## src/rtl/interrupt_sequencer_pkg.sv

```systemverilog
// Shared interrupt constants: sequencer state encodings, SREG/TIFR bit
// positions and timer-0 vector addresses used by controller and sequencer.
package interrupt_sequencer_pkg;

    typedef enum logic [2:0] {
        INT_SEQ_IDLE    = 3'd0,
        INT_SEQ_PUSH_LO = 3'd1,
        INT_SEQ_PUSH_HI = 3'd2,
        INT_SEQ_JUMP    = 3'd3,
        INT_SEQ_GUARD   = 3'd4
    } int_seq_state_t;

    localparam int FLAGS_I = 7;

    localparam int TOV0  = 0;
    localparam int OCF0A = 1;
    localparam int OCF0B = 2;

    localparam logic [15:0] TIM0_COMPA_ISR = 16'h000E;
    localparam logic [15:0] TIM0_COMPB_ISR = 16'h000F;
    localparam logic [15:0] TIM0_OVF_ISR   = 16'h0010;

endpackage

```

## src/rtl/interrupt_sequencer.sv

```systemverilog
// Interrupt entry sequencer: on an instruction boundary accepts irq, pushes
// the return PC (low byte first), clears I, acks the TIFR flag, jumps.
module interrupt_sequencer
    import interrupt_sequencer_pkg::*;
#(
    parameter int DATA_WIDTH   = 8,
    parameter int I_ADDR_WIDTH = 10
) (
    input  logic                    clk,
    input  logic                    reset,
    input  logic                    irq,
    input  logic [I_ADDR_WIDTH-1:0] vector,
    input  logic                    instr_boundary,
    input  logic [I_ADDR_WIDTH-1:0] pc,
    input  logic [DATA_WIDTH-1:0]   sp,
    input  logic                    mem_ready,
    output logic                    stall,
    output logic                    mem_wr_en,
    output logic [DATA_WIDTH-1:0]   mem_addr,
    output logic [DATA_WIDTH-1:0]   mem_wr_data,
    output logic                    sp_wr_en,
    output logic [DATA_WIDTH-1:0]   sp_wr_data,
    output logic                    sreg_i_clr,
    output logic [DATA_WIDTH-1:0]   tifr_clr,
    output logic                    pc_load,
    output logic [I_ADDR_WIDTH-1:0] pc_next
);

    int_seq_state_t          state;
    logic [I_ADDR_WIDTH-1:0] vec_q;
    logic [I_ADDR_WIDTH-1:0] ret_q;
    logic [DATA_WIDTH-1:0]   sp_q;

    // Unmapped vectors still jump; they just acknowledge nothing.
    function automatic logic [DATA_WIDTH-1:0] tifr_mask(
        input logic [I_ADDR_WIDTH-1:0] v
    );
        logic [DATA_WIDTH-1:0] m;
        m = '0;
        unique case (1'b1)
            (16'(v) == TIM0_OVF_ISR):   m = DATA_WIDTH'(1) << TOV0;
            (16'(v) == TIM0_COMPA_ISR): m = DATA_WIDTH'(1) << OCF0A;
            (16'(v) == TIM0_COMPB_ISR): m = DATA_WIDTH'(1) << OCF0B;
            default:                    m = '0;
        endcase
        return m;
    endfunction

    always_ff @(posedge clk or posedge reset) begin
        if (reset) begin
            state <= INT_SEQ_IDLE;
            vec_q <= '0;
            ret_q <= '0;
            sp_q  <= '0;
        end else begin
            unique case (state)
                INT_SEQ_IDLE: begin
                    if (irq && instr_boundary) begin
                        vec_q <= vector;
                        ret_q <= pc;
                        sp_q  <= sp;
                        state <= INT_SEQ_PUSH_LO;
                    end
                end
                INT_SEQ_PUSH_LO: begin
                    if (mem_ready) begin
                        sp_q  <= sp_q - DATA_WIDTH'(1);
                        state <= INT_SEQ_PUSH_HI;
                    end
                end
                INT_SEQ_PUSH_HI: begin
                    if (mem_ready) begin
                        state <= INT_SEQ_JUMP;
                    end
                end
                INT_SEQ_JUMP:  state <= INT_SEQ_GUARD;
                INT_SEQ_GUARD: state <= INT_SEQ_IDLE;
                default:       state <= INT_SEQ_IDLE;
            endcase
        end
    end

    always_comb begin
        stall       = (state != INT_SEQ_IDLE);
        mem_wr_en   = 1'b0;
        mem_addr    = '0;
        mem_wr_data = '0;
        sp_wr_en    = 1'b0;
        sp_wr_data  = '0;
        sreg_i_clr  = 1'b0;
        tifr_clr    = '0;
        pc_load     = 1'b0;
        pc_next     = '0;
        unique case (state)
            INT_SEQ_PUSH_LO: begin
                mem_wr_en   = 1'b1;
                mem_addr    = sp_q;
                mem_wr_data = DATA_WIDTH'(ret_q[7:0]);
                sreg_i_clr  = mem_ready;
            end
            INT_SEQ_PUSH_HI: begin
                mem_wr_en   = 1'b1;
                mem_addr    = sp_q;
                mem_wr_data = DATA_WIDTH'(ret_q >> 8);
                sp_wr_en    = mem_ready;
                if (mem_ready) begin
                    sp_wr_data = sp_q - DATA_WIDTH'(1);
                end
            end
            INT_SEQ_JUMP: begin
                pc_load  = 1'b1;
                pc_next  = vec_q;
                tifr_clr = tifr_mask(vec_q);
            end
            default: begin
            end
        endcase
    end

endmodule

```

## config.mk

```make
export PLATFORM = sky130hd
export DESIGN_NAME = interrupt_sequencer
export DESIGN_NICKNAME = d
export VERILOG_FILES = /design/src/rtl/interrupt_sequencer_pkg.sv /design/src/rtl/interrupt_sequencer.sv
export SDC_FILE = /design/constraint.sdc
export NUM_CORES = 1
export LEC_CHECK = 0
export CORE_UTILIZATION = 40
export DETAILED_ROUTE_END_ITERATION = 7
export HOLD_SLACK_MARGIN = 0.12
export MAX_ROUTING_LAYER = met4
export PLACE_DENSITY_LB_ADDON = 0.05
export SLEW_MARGIN = 20
export SYNTH_ARGS = -nofsm -noshare
export SYNTH_HDL_FRONTEND = slang
export SYNTH_SLANG_ARGS = --single-unit
```

## constraint.sdc

```tcl
create_clock -name clk -period 3.4 [get_ports clk]
set_input_delay 0.34 -clock clk [delete_from_list [all_inputs] [get_ports clk]]
set_output_delay 0.34 -clock clk [all_outputs]
set_load 0.03 [all_outputs]
```

==> flow_summary.ini <==
[logic_synthesis]
synth_area_sq_mm = 0.00181
ys_ff_latch = 31
synth_top_area_share_pct = 42.9
synth_cell_types = 36
ys_warn_count = 0
synth_top_cells_by_area = dfrtp_1 (43%), mux2_2 (12%), and2_1 (8.0%)
synthCells = 188
syn_avg_cell_area_sq_um = 9.61
ys_seq_area_share_pct = 42.9
yosys.area.top_type = dfrtp_1

[grt]
gr-total-overflow = 0
grtUsageTotal_pct = 18.7
grt_busiest_layer = met2
antenna_found_initial = 0
grt_pass1_wl_microns = 6980
use_met2_pct = 27.2
use_met3_pct = 5.81
grt_max_degree = 32
use_met1_pct = 25.2
grt_pass1_vias = 1482

[timing]
tns_ns = 0
fin_hold_ws_ns = 0.456
finalClockSkew_ns = 0.00368
hold_viol = 0
relSlewSlack_pct = 57.0
fin_ws_ns = 0.243
rsz0062_at_grt = false
setup_viol = 0
fmax_ghz = 0.317
fin_crit_ns = 3.16
drv_slew = 0
fin_crit_sh_pct = 92.9
worst_pin_slew_ns = 0.644

[clock_tree]
numCtsBuffers = 5
clock-sinks = 31
cts_tree = built
clockBufferDepth = 2
h-tree-depth = 2
cts_root_buf = clkbuf_8
postCtsHoldBufs = 0
clkLatencyLatePin_ns = 0.28
cts_setup_buffers = 0
cts.clk_slew.worst_paths_ns = 0.06
ctsResizeCount = 0

[outcome]
status = complete, no violations

[placed_design]
place_congestion = 0.808
postPlaceCellArea_sq_mm = 0.00257
portBuffers = 74
pre_cts_slack_ns = 0.536
hpwl_microns = 3000
post-place-cells = 305

[setup_path]
arrival_ns = 2.82
start_kind = flop
critPathKind = reg -> out
rr_worst_depth = 6
cp_data_required_time_ns = 3.06
cp-end-kind = primary output
cp_max_fo = 5

[routing]
ant_nets = 0
drtIter0Drc = 36
viasPerCell = 5.07
firstDrtPassIters = 6
drc = 0
vias = 1588
avgRoutedWirePerCell_microns = 13.1
routed_wl_microns = 4090

[min_path]
min-delay-path-class = in -> async

[finish]
drive_above_1_share_pct = 14.2
fill_cells = 413
final_cells = 313
antenna-diode-count = 0
areaGrowthSynthToFinish_pct = 46.5
finalInstanceArea_sq_mm = 0.00265
nets = 294

[die]
die_h_microns = 69.2
coreArea_sq_mm = 0.00435
rows = 24
die-area_sq_mm = 0.00479
io_pins = 80
initial_core_util_pct = 41.5
die_w_microns = 69.2

[power]
ir_drop_mv = 0.477
p_leak_nw = 1.08
power_density_mw_per_mm2 = 896

[flow_run]
drv_cap = 0
## cell usage in the layout, fill, tap and decap left out, drive strengths merged, types with 5 or more instances in the layout
| master | n |
|---|---|
| clkdlybuf4s50 | 74 |
| dfrtp | 31 |
| nor2 | 25 |
| and2 | 23 |
| mux2 | 20 |
| o21ai | 9 |
| a21oi | 8 |
| clkbuf | 7 |
| nor3 | 6 |
| inv | 5 |
| conb | 5 |
## kinds of logic after synthesis
family / synth area share, %
other cells: 0.208
buf+inv: 6.23
flops: 42.9
simple gates: 24.3
compound gates: 9.69
fa+ha+maj: 0.692
mux: 13.0
xor+xnor: 2.91
## report_power, final
group | switching (mW) | internal [mW] | leakage (nW)
combinational | 0.738 | 0.641 | 0.671
clock | 0.129 | 0.143 | 0.0422
sequential | 0.167 | 0.553 | 0.370
## state kept, by name (all words and copies together) (netlist names)
| register | count |
|---|---|
| state | 3 |
| vec_q | 10 |
| ret_q | 10 |
| sp_q | 8 |
## area by class of cell
type,instances,area [sq um],area share [%]
Timing Repair Buffer,78,771,29.1
Sequential cell,31,776,29.3
Multi-Input combinational cell,139,936,35.3
Clock buffer,7,76.3,2.88
Tap cell,52,65.1,2.46
Inverter,5,18.8,0.709
Clock inverter,1,5.00,0.189
## per-stage QoR
| stage | util [%] | power (mW) |
|---|---|---|
| final | 60.8 | 2.37 |
| after global routing | 60.8 | 2.55 |
| after CTS | 60.8 | 2.40 |
| after detailed placement | 58.9 | 2.11 |
| after global placement | 58.9 | 2.09 |
| after floorplan | - | 1.64 |
## per-layer routing
layer	vias up	share of wire, %	routed length [microns]
li1	778	-	-
met1	747	46	1900
met2	58	46	1860
met3	5	6.7	273
met4	0	1.3	53
met5	-	0	0
## worst max-delay path, cell delays in order, from the launching register on
cell and delay, ns:
dfrtp_1 0.41, inv_1 0.12, ha_1 0.24, or3b_2 0.47, or3_1 0.37, xor2_1 0.16
nor2_1 0.08, clkdlybuf4s50_1 0.68
## synth_stat cells (all sizes together)
master	n
dfrtp	31
nor2	25
and2	23
mux2	20
buf	9
o21ai	9
a21oi	8
clkbuf	8
nor3	6
inv	5
nand2	4
xnor2	4
a211oi	3
nor3b	3
or4	3
a22oi	2
a2bb2oi	2
and3	2
and3b	2
nand3b	2
nor2b	2
o22ai	2
or3	2
or3b	2
xor2	2
a211o	1
and4b	1
conb	1
ha	1
mux2i	1
nor4	1
o2bb2ai	1
## final timing paths
kind | startpoint | to | slack [ns]
min in group clk | ret_q[3]$_DFFE_PP0P_ | ret_q[3]$_DFFE_PP0P_ | 0.50
min | reset | state[2]$_DFFE_PP0P_ | 0.46
max | sp_q[0]$_DFFE_PP0P_ | sp_wr_data[6] | 0.24
max in group asynchronous | reset | vec_q[0]$_DFFE_PP0P_ | 2.66
min reg2reg | ret_q[3]$_DFFE_PP0P_ | ret_q[3]$_DFFE_PP0P_ | 0.50
max reg2reg | sp_q[0]$_DFFE_PP0P_ | sp_q[6]$_DFFE_PP0P_ | 1.38
No activity file was read; power rests on OpenSTA's default activity.
